`src/rtl/mips_pkg.sv`:
```
// Shared types and constants for the instruction fetch path.
package mips_pkg;

    typedef enum logic [1:0] {
        IDLE  = 2'd0,
        ISSUE = 2'd1,
        DRAIN = 2'd2,
        VALID = 2'd3
    } fetch_state_e;

    localparam int WORD_BYTES = 4;
    localparam int INSTR_W    = 32;

    localparam logic [7:0] DEFAULT_RESET_PC = 8'h00;

endpackage

```
`src/rtl/word_assembler.sv`:
```
// Big-endian shift-in register: the first byte shifted in ends up in the top byte
// after a full word has been loaded.
module word_assembler
    import mips_pkg::*;
(
    input  logic               clk,
    input  logic               rst,
    input  logic               clear,
    input  logic               shift_en,
    input  logic [7:0]         byte_in,
    output logic [INSTR_W-1:0] word
);

    logic [INSTR_W-1:0] word_q;

    always_ff @(posedge clk or posedge rst) begin
        if (rst) begin
            word_q <= '0;
        end else if (clear) begin
            word_q <= '0;
        end else if (shift_en) begin
            word_q <= {word_q[INSTR_W-9:0], byte_in};
        end
    end

    assign word = word_q;

endmodule

```
`src/rtl/inst_fetch_unit.sv`:
```
// Fetch stage: walks the PC through byte-wide instruction memory, assembles 32-bit
// big-endian words and hands them to decode over a valid/ready handshake.
//
//   state | meaning
//   IDLE  | one cycle after reset release, no reads
//   ISSUE | byte reads pc+0..pc+3, capturing the byte from the previous read
//   DRAIN | no read, capture the last returning byte
//   VALID | instruction presented, held until accepted
module inst_fetch_unit
    import mips_pkg::*;
#(
    parameter int                ADDR_W   = 8,
    parameter logic [ADDR_W-1:0] RESET_PC = ADDR_W'(DEFAULT_RESET_PC)
) (
    input  logic               clk,
    input  logic               rst,
    output logic               mem_rd_en,
    output logic [ADDR_W-1:0]  mem_addr,
    input  logic [7:0]         mem_rdata,
    input  logic               redirect_valid,
    input  logic [ADDR_W-1:0]  redirect_pc,
    output logic [INSTR_W-1:0] instr,
    output logic [ADDR_W-1:0]  instr_pc,
    output logic [ADDR_W-1:0]  pc_plus4,
    output logic               instr_valid,
    input  logic               instr_ready,
    output logic               misalign_err
);

    localparam logic [1:0]        LAST_CNT = 2'(WORD_BYTES - 1);
    localparam logic [ADDR_W-1:0] STEP     = ADDR_W'(WORD_BYTES);

    fetch_state_e      state_q;
    logic [1:0]        cnt_q;
    logic [ADDR_W-1:0] pc_q;
    logic [ADDR_W-1:0] instr_pc_q;
    logic [ADDR_W-1:0] pc_plus4_q;
    logic              instr_valid_q;
    logic              mem_rd_en_q;
    logic [ADDR_W-1:0] mem_addr_q;
    logic              misalign_q;

    logic              redirect_take;
    logic [ADDR_W-1:0] redirect_aligned;
    logic              shift_en;
    logic [INSTR_W-1:0] word;

    assign redirect_take    = redirect_valid && (state_q != IDLE);
    assign redirect_aligned = {redirect_pc[ADDR_W-1:2], 2'b00};

    // A byte only lands when a read was issued last cycle under the current PC;
    // the read at cnt=0 has nothing in front of it, which also drops the stale
    // byte that returns right after a redirect.
    assign shift_en = !redirect_take &&
                      (((state_q == ISSUE) && (cnt_q != 2'd0)) || (state_q == DRAIN));

    word_assembler u_word_assembler (
        .clk      (clk),
        .rst      (rst),
        .clear    (redirect_take),
        .shift_en (shift_en),
        .byte_in  (mem_rdata),
        .word     (word)
    );

    always_ff @(posedge clk or posedge rst) begin
        if (rst) begin
            state_q       <= IDLE;
            cnt_q         <= 2'd0;
            pc_q          <= RESET_PC;
            instr_pc_q    <= '0;
            pc_plus4_q    <= '0;
            instr_valid_q <= 1'b0;
            mem_rd_en_q   <= 1'b0;
            mem_addr_q    <= '0;
            misalign_q    <= 1'b0;
        end else begin
            misalign_q <= 1'b0;
            if (redirect_take) begin
                pc_q          <= redirect_aligned;
                cnt_q         <= 2'd0;
                state_q       <= ISSUE;
                mem_rd_en_q   <= 1'b1;
                mem_addr_q    <= redirect_aligned;
                instr_valid_q <= 1'b0;
                misalign_q    <= (redirect_pc[1:0] != 2'b00);
            end else begin
                case (state_q)
                    IDLE: begin
                        state_q     <= ISSUE;
                        cnt_q       <= 2'd0;
                        mem_rd_en_q <= 1'b1;
                        mem_addr_q  <= pc_q;
                    end
                    ISSUE: begin
                        if (cnt_q == LAST_CNT) begin
                            state_q     <= DRAIN;
                            mem_rd_en_q <= 1'b0;
                        end else begin
                            cnt_q      <= cnt_q + 2'd1;
                            mem_addr_q <= pc_q + ADDR_W'(cnt_q) + ADDR_W'(1);
                        end
                    end
                    DRAIN: begin
                        state_q       <= VALID;
                        instr_valid_q <= 1'b1;
                        instr_pc_q    <= pc_q;
                        pc_plus4_q    <= pc_q + STEP;
                    end
                    VALID: begin
                        if (instr_ready) begin
                            pc_q          <= pc_q + STEP;
                            cnt_q         <= 2'd0;
                            state_q       <= ISSUE;
                            mem_rd_en_q   <= 1'b1;
                            mem_addr_q    <= pc_q + STEP;
                            instr_valid_q <= 1'b0;
                        end
                    end
                    default: state_q <= IDLE;
                endcase
            end
        end
    end

    assign mem_rd_en    = mem_rd_en_q;
    assign mem_addr     = mem_addr_q;
    assign instr        = word;
    assign instr_pc     = instr_pc_q;
    assign pc_plus4     = pc_plus4_q;
    assign instr_valid  = instr_valid_q;
    assign misalign_err = misalign_q;

endmodule

```
`config.mk`:
```
export PLATFORM = sky130hd
export DESIGN_NAME = inst_fetch_unit
export DESIGN_NICKNAME = d
export VERILOG_FILES = /design/src/rtl/mips_pkg.sv /design/src/rtl/word_assembler.sv /design/src/rtl/inst_fetch_unit.sv
export SDC_FILE = /design/constraint.sdc
export NUM_CORES = 1
export LEC_CHECK = 0
export ABC_AREA = 1
export ABC_CLOCK_PERIOD_IN_PS = 6100
export CORE_UTILIZATION = 40
export CTS_BUF_LIST = sky130_fd_sc_hd__clkbuf_8
export DETAILED_ROUTE_END_ITERATION = 8
export PLACE_DENSITY = 0.74
export SYNTH_ARGS = -nofsm -noshare
export SYNTH_HDL_FRONTEND = slang
export SYNTH_HIERARCHICAL = 1
export SYNTH_SLANG_ARGS = --single-unit
export TNS_END_PERCENT = 5
```
`constraint.sdc`:
```
create_clock -name clk -period 6.1 [get_ports clk]
set_clock_uncertainty 0.2 [all_clocks]
set_input_delay 1.22 -clock clk [delete_from_list [all_inputs] [get_ports clk]]
set_output_delay 1.22 -clock clk [all_outputs]
set_load 0.05 [all_outputs]
```
* Yosys cells after proc, flatten, opt, wreduce, memory -nomap -nowiden
Cells that the tools add are included.
** Operators by class
- Add/sub/neg operators :: 4
- Eq/ne operators :: 7
- Muxes and demuxes :: 24
- Bitwise logic cells :: 1
- Reduce and logical (&&, ||, !) cells :: 20
** Operator list (number)
- $mux W32 :: 2
- $mux W8 :: 5
- $pmux W8 S3 :: 1
- $mux W2 :: 6
- $reduce_bool A2 Y1 :: 6
- $add A8 B1 Y8 const B :: 1
- $add A8 B2 Y8 :: 1
- $add A8 B3 Y8 const B :: 1
- $pmux W2 S4 :: 1
- $reduce_and A2 Y1 :: 4
- $eq A2 B2 Y1 const B :: 3
- $mux W1 :: 6
- $ne A3 B3 Y1 const B :: 2
- $pmux W2 S3 :: 1
- $reduce_and A3 Y1 :: 2
- $reduce_bool A4 Y1 :: 1
- $logic_and A1 B1 Y1 :: 3
- $ne A3 B2 Y1 const B :: 1
- $pmux W1 S3 :: 1
- $reduce_bool A3 Y1 :: 1
- $add A2 B1 Y2 const B :: 1
- $eq A2 B1 Y1 const B :: 1
- $logic_not A2 Y1 :: 1
- $pmux W1 S2 :: 1
- other kinds (3) :: 3
** Storage, ports and cells
- Bits in registers :: 71
- Input port bits :: 20
- Output and inout port bits :: 59

* Depth between registers and ports, before layout
Gate-level depths: netlist of run 1.
- Word-level depth :: 6
- Gate-level depth with buffers :: 12
- Mapped depth without buffers :: 10

* Cells and area by module
Netlist of run 1, hierarchy kept.
** By module, submodules not included
- inst_fetch_unit :: times used 1, cells each 251, area each 1878.1 sq um, seq. area each 825.8 sq um
- word_assembler :: times used 1, cells each 141, area each 1288.7 sq um, seq. area each 800.8 sq um

* Least setup slack after synthesis of run 1
OpenSTA, ideal clock, no wires.
- Kind :: in2reg
- Start point :: in redirect_valid
- End point :: reg u_word_assembler.word_q[12], in the netlist u_word_assembler/word[12]
- Setup time :: 0.067 ns
- Arrival time :: 2.298 ns
- Data required time :: 5.833 ns
- Path slack :: 3.536 ns
- Stages :: 9
- Path buffers :: 3
- Cells stage by stage :: nand2_1 nand2_1 clkbuf_1 o21ai_0 buf_2 nor2_4 buf_6 nand2_1 nand2_1
** Between the ends
- Cells in the longest elaborated chain, start to end :: 4
- Elaborated cells between the ends (all ways) :: 5
- Classes of those cells :: 1 x mux; 4 x reduce/logical
** RTL lines
- start, declared :: line inst_fetch_unit.sv:20 : input logic redirect_valid,
- $logic_and A1 B1 Y1 :: line inst_fetch_unit.sv:48 : assign redirect_take = redirect_valid && (state_q != IDLE);
- $logic_not A1 Y1 :: line inst_fetch_unit.sv:54 : assign shift_en = !redirect_take &&
- $logic_and A1 B1 Y1 :: line inst_fetch_unit.sv:54
- via shift_en :: line inst_fetch_unit.sv:45 : logic shift_en;
- $reduce_bool A2 Y1 (no line)
- end signal, assigned :: line word_assembler.sv:22 : word_q <= {word_q[INSTR_W-9:0], byte_in};
- end, declared :: line word_assembler.sv:14 : logic [INSTR_W-1:0] word_q;
The timed path passes the listed nets, and every way through them passes these cells.
A chain may end at the register's enable or synchronous reset.

* Final worst setup path of run 1
- Start point :: in redirect_valid
- End point :: reg u_word_assembler.word_q[19], in the netlist u_word_assembler/word[19]
Same word-level chain as after synthesis.

==> qor.csv, run 1 <==
metric,value,unit
hpwlAfterDp,5393,um
placementRows,32,
pin_count,79,
nets,488,
portBuffers,74,
cts_resized,0,
seq_area_frac_synth,51.36,%
period_minus_slack,3.722,ns
synth_simple_gate_area_share,28.37,%
p_leak,0.002077,uW
wl,7566,um
synth-seq-cells,65,
worstPathRequired,6.17,ns
final_util,53.52,%
synth_edf_count,0,
grt_pass1_vias,2561,
worstSetupStartpoint,redirect_valid,
numCtsBuffers,9,
setup_tns,0,ns
drive_gt1_share,5.806,%
synth_compound_area_share,8.060,%
htreeDepth,3,
rsz0062_at_grt,false,
area_growth,29.91,%
timing.rr.end,u_word_assembler/word[19],
slew_headroom,53.74,%
synth_cell_type_count,26,
r2r_setup_slack,2.93,ns
cts_hold_buf,0,
synth.mux.area_fraction,0,%
worstHoldPathCells,2,
grt_pass1_wl,12860,um
hold_violations,0,
cts_buffer_depth,2,
overflow,0,
place_congestion,0.9116,
viasPerCell,4.857,
final-setup-viol-count,0,
peakVddDrop,259.3,uV
diodes,0,
layout_common_cells,"138 x nand2_1, 74 x clkdlybuf4s50_1, 65 x dfrtp_1",
end_kind,flip-flop,
synth_top_family_by_area,simple AND/OR/NAND/NOR gates,
clock_latency,0.34,ns
cap_violations,0,
firstDrtPassIters,4,
setup.worst_path.start_class,primary input,
clockRootBuffer,clkbuf_8,
worstHoldStart,u_word_assembler/word[26],
crit_fanout,33,
worstMarginPinSlew,0.6923,ns
async_reset_ff_share,100.0,%
drc,0,
yosys_warnings,6,
hold_path_class,reg -> reg,
dieHeight,90.98,um
cp.arrival,3.79,ns
r2r-start,state_q[0],
hold_end,u_word_assembler/word[26],
layout_worst_path_cycle_share,61.01,%
syn_inst,392,
vias,2754,
core_area,7687,um2
grt_usage,19.75,%
wl_per_cell,13.34,um
fmax,268.7,MHz
die-area,8276,um2
drv_slew,0,
drtAntennaViolNets,0,
grt_antenna_before_repair,0,
layout.cells.most_common,nand2_1,
synth_flop_cell,dfrtp_1,
die_x,90.98,um
power.density,515.8,nW/um2
grt_max_degree,34,
syn_area,3167,um2
path_class,in -> reg,
clock-sinks,65,
synthXorXnorAreaFrac,0.2766,%
status,completed,
clk_pin_slew,0.06,ns
syn_avg_cell_area,8.079,um2
synth_fa_ha_area_share,3.161,%
first_iter_violations,219,
reg2reg_depth,10,
postCtsSetupRepairBufs,0,
start_util,41.19,%
cts_tree,built,
[through the flow]
stage                     hold WS [ns]  instance area [um2]  instances  worst slack (ns)  total power [uW]
after CTS                       0.2785                 4114        567             2.393              2126
final                           0.2733                 4114        567             2.378              2122
after global routing            0.2914                 4114        567             2.095              2272
after detailed placement        0.2619                 3926        551             2.040              1773
after global placement          0.2661                 3926        551             2.220              1752
after floorplan                 0.3599                 3178        395             3.536              1467
[synth_stat cells, types with 2 or more instances]
| library cell | instances | area share [%] |
|---|---|---|
| nand2_1 | 138 | 16 |
| dfrtp_1 | 65 | 51 |
| nand3_1 | 49 | 7.7 |
| o21ai_0 | 37 | 5.8 |
| inv_1 | 29 | 3.4 |
| nor2_1 | 16 | 1.9 |
| buf_2 | 12 | 1.9 |
| ha_1 | 8 | 3.2 |
| a21oi_1 | 6 | 0.95 |
| buf_4 | 5 | 1.2 |
| buf_6 | 4 | 1.4 |
| clkbuf_1 | 3 | 0.36 |
| inv_2 | 3 | 0.36 |
| nor2_4 | 3 | 1.1 |
| a31oi_1 | 2 | 0.40 |
| nand4_1 | 2 | 0.40 |
[logic make-up (layout without fill, tap and decap cells)]
kind of cell,after synthesis,in the layout
buffers and inverters,56,126
AND/OR/NAND/NOR,212,212
adder cells (fa/ha/maj),8,8
other,1,4
flip-flops,65,65
AO/OA/AOI/OAI,49,49
XOR/XNOR,1,1
[routing by layer]
metal | up-vias | share of wire [%] | wire length, um | GRT usage (%)
li1 | 1380 | - | - | -
met1 | 1288 | 49 | 3670 | 28.71
met2 | 74 | 46 | 3456 | 29.42
met3 | 12 | 4.1 | 307 | 2.931
met4 | 0 | 1.7 | 131 | 8.333
met5 | - | 0 | 0 | 0
[power breakdown]
part	switching [uW]	leakage, uW	total, uW	internal (uW)
combinational	778	0.00112	1110	335
clock	160	0.000102	345	185
sequential	107	0.000853	664	557
total	1050	0.00208	2120	1080
[worst max-delay path: stages]
cell	delay [ns]
clkdlybuf4s50_1	0.51
nand2_1	0.25
nand2_1	0.61
o21ai_2	0.11
buf_4	0.27
nor2_4	0.57
nand2_1	0.13
nand2_1	0.09
[final cells by class]
class | instances | area, um2
tap | 102 | 127.6
timing repair buffer | 78 | 770.7
inverter | 32 | 120.1
fill | 722 | 3573
clock buffer | 9 | 123.9
sequential | 65 | 1627
clock inverter | 7 | 63.81
multi-input combinational | 274 | 1281
[how the worst max path moves through the flow]
| stage | to | slack, ns | cells after the start |
|---|---|---|---|
| 3_5_place_dp | u_word_assembler/word[25] | 2.04 | 8 |
| 3_3_place_gp | u_word_assembler/word[30] | 2.22 | 8 |
| 6_report | u_word_assembler/word[19] | 2.38 | 8 |
| 2_1_floorplan | u_word_assembler/word[12] | 3.54 | 9 |
| 5_1_grt | u_word_assembler/word[27] | 2.09 | 8 |
| 4_1_cts | u_word_assembler/word[25] | 2.39 | 8 |
[registers in the layout, summed over array words and instances (netlist names)]
name	flops
misalign_err	1
instr_valid	1
mem_rd_en	1
state_q	2
pc_q	6
pc_plus4	6
u_word_assembler/word	32
mem_addr	8
cnt_q	2
instr_pc	6
Note: power is estimated with default switching activity, not from simulation.
==> run 2, diff against run 1 <==
--- a/config.mk
+++ b/config.mk
@@ -6,7 +6,7 @@
 export NUM_CORES = 1
 export LEC_CHECK = 0
 export ABC_AREA = 1
-export ABC_CLOCK_PERIOD_IN_PS = 6100
+export ABC_CLOCK_PERIOD_IN_PS = 3600
 export CORE_UTILIZATION = 40
 export CTS_BUF_LIST = sky130_fd_sc_hd__clkbuf_8
 export DETAILED_ROUTE_END_ITERATION = 8
==> constraint.sdc (replaced) <==
create_clock -name clk -period 3.6 [get_ports clk]
set_clock_uncertainty 0.2 [all_clocks]
set_input_delay 0.72 -clock clk [delete_from_list [all_inputs] [get_ports clk]]
set_output_delay 0.72 -clock clk [all_outputs]
set_load 0.05 [all_outputs]
==> qor.csv, run 2 (same netlist as run 1, synthesis figures left out) <==
metric,value,unit,change
path_class,in -> reg,,
wl,7167,um,-5.3%
drc,0,,unchanged
postCtsSetupRepairBufs,0,,unchanged
first_iter_violations,230,,+5.0%
power.density,858.8,nW/um2,+66%
worstPathRequired,3.68,ns,-2.49 ns
cts_hold_buf,0,,unchanged
crit_chain,"clkdlybuf4s50_1, inv_1, nor2_4, nor2_4, inv_1, o21ai_2, nor2_4, nand2_1, nand2_1",,
period_minus_slack,2.702,ns,
power.share.switching,49.67,%,+0.41 points
end_kind,flip-flop,,
clk_pin_slew,0.07,ns,about the same
clock-sinks,65,,unchanged
core_area,7687,um2,unchanged
die_x,90.98,um,unchanged
slew_headroom,23.13,%,-31 points
diodes,0,,unchanged
firstDrtPassIters,7,,+3
place_congestion,0.8860,,-2.8%
cp.arrival,2.78,ns,-1.01 ns
hpwlAfterDp,5063,um,-6.1%
grt_pass1_vias,2466,,-3.7%
peakVddDrop,574.3,uV,+120%
hold_path_class,reg -> reg,,
fillCellCount,728,,+0.83%
pin_count,79,,unchanged
area_growth,29.43,%,
crit_family,simple AND/OR/NAND/NOR gates,,
grt_pass1_wl,11900,um,-7.5%
cap_violations,0,,unchanged
crit_path_max_incr_delay,0.54,ns,-0.07 ns
start_util,41.19,%,unchanged
worstSetupStartpoint,redirect_valid,,
clock_latency,0.34,ns,about the same
grt_antenna_before_repair,0,,unchanged
layout_common_cells,"138 x nand2_1, 74 x clkdlybuf4s50_1, 65 x dfrtp_1",,
r2r_setup_slack,1.06,ns,-1.87 ns
dp_worst_setup_slack,0.5833,ns,-1.457 ns
p_leak,0.002068,uW,-0.43%
worstMarginPinSlew,1.141,ns,+0.4487 ns
setup_slack,0.8978,ns,-1.480 ns
portBuffers,74,,unchanged
cp.depth,9,,+1
seqPwrFrac,32.0,%,+0.7 points
setup_tns,0,ns,unchanged
final-setup-viol-count,0,,unchanged
worst-path-buf-inv,3,,+1
crit_fanout,32,,-3.0%
crit_top_cell,nor2_4,,
finalNonFillerCells,567,,unchanged
wl_per_cell,12.64,um,-5.3%
cpMaxStageDelayCell,nor2_4,,
drtAntennaViolNets,0,,unchanged
largest_reg_flops,32,,unchanged
internal_power,1772,uW,+65%
grt_usage,18.19,%,-1.6 points
placementRows,32,,unchanged
drive_gt1_share,6.022,%,+0.22 points
r2r-start,state_q[0],,
drv_slew,0,,unchanged
timing.rr.end,u_word_assembler/word[12],,
status,completed,,
comb_power_share,52.8,%,+0.3 points
cts_tree,built,,
nets,488,,unchanged
power_switching,1748,uW,+67%
die-area,8276,um2,unchanged
reg2reg_depth,9,,-1
dp.cells,551,,unchanged
htreeDepth,3,,unchanged
hold_violations,0,,unchanged
numCtsBuffers,9,,unchanged
cts_resized,0,,unchanged
grt_max_degree,34,,unchanged
vias,2740,,-0.51%
crit_end,u_word_assembler/word[12],,
layout.cells.most_common,nand2_1,,
overflow,0,,unchanged
layout_worst_path_cycle_share,75.06,%,
fmax,370.1,MHz,
viasPerCell,4.832,,-0.51%
hold_ws,0.2728,ns,-0.0005470 ns
rsz0062_at_grt,false,,
final_util,53.32,%,-0.20 points
clockRootBuffer,clkbuf_8,,
setup.worst_path.start_class,primary input,,
dieHeight,90.98,um,unchanged
clock_power_share,15.2,%,-1.1 points
cts_buffer_depth,2,,unchanged
-- run 2: worst min-delay path by stage --
stage	start	endpoint	cells after the start
after detailed placement	u_word_assembler/word[29]	u_word_assembler/word[29]	2
after floorplan	pc_q[6]	pc_q[6]	2
final	u_word_assembler/word[27]	u_word_assembler/word[27]	2
after global placement	u_word_assembler/word[29]	u_word_assembler/word[29]	2
after CTS	u_word_assembler/word[29]	u_word_assembler/word[29]	2
after global routing	instr_pc[7]	instr_pc[7]	2
-- run 2: layout make-up --
cell class / instances / area (um2) / area share, %
clock buffers: 10 / 137.6 / 3.358
clock inverters: 6 / 35.03 / 0.8547
inverters: 32 / 120.1 / 2.930
multi-input cells: 274 / 1281 / 31.26
flip-flops and latches: 65 / 1627 / 39.68
well taps: 102 / 127.6 / 3.114
repair buffers: 78 / 770.7 / 18.80
-- run 2: power groups by stage --
stage                     registers (uW)  clock network [uW]  logic, uW
after floorplan                     1630                   0        857
after global placement              1130                   0       1830
after detailed placement            1140                   0       1850
after CTS                           1120                 552       1860
after global routing                1160                 580       2010
final                               1130                 536       1860
-- run 2: through the flow --
| stage | area, um2 | power, uW |
|---|---|---|
| after detailed placement | 3926 | 2983 |
| after CTS | 4099 | 3533 |
| after global placement | 3926 | 2957 |
| final | 4099 | 3520 |
| after global routing | 4099 | 3747 |
| after floorplan | 3178 | 2485 |
-- run 2: per-layer routing --
metal / share of wire (%) / track usage [%] / up-vias
met2: 45 / 27.27 / 96
met4: 1.7 / 8.862 / 0
met5: 0 / 0 / -
met3: 5.4 / 3.601 / 9
met1: 48 / 25.20 / 1256
li1: - / - / 1379
-- run 2: worst min-delay path, delay by kind of cell (launching register included) --
family | cells | cell delay, ns
AND/OR/NAND/NOR | 2 | 0.09
flip-flops | 1 | 0.35
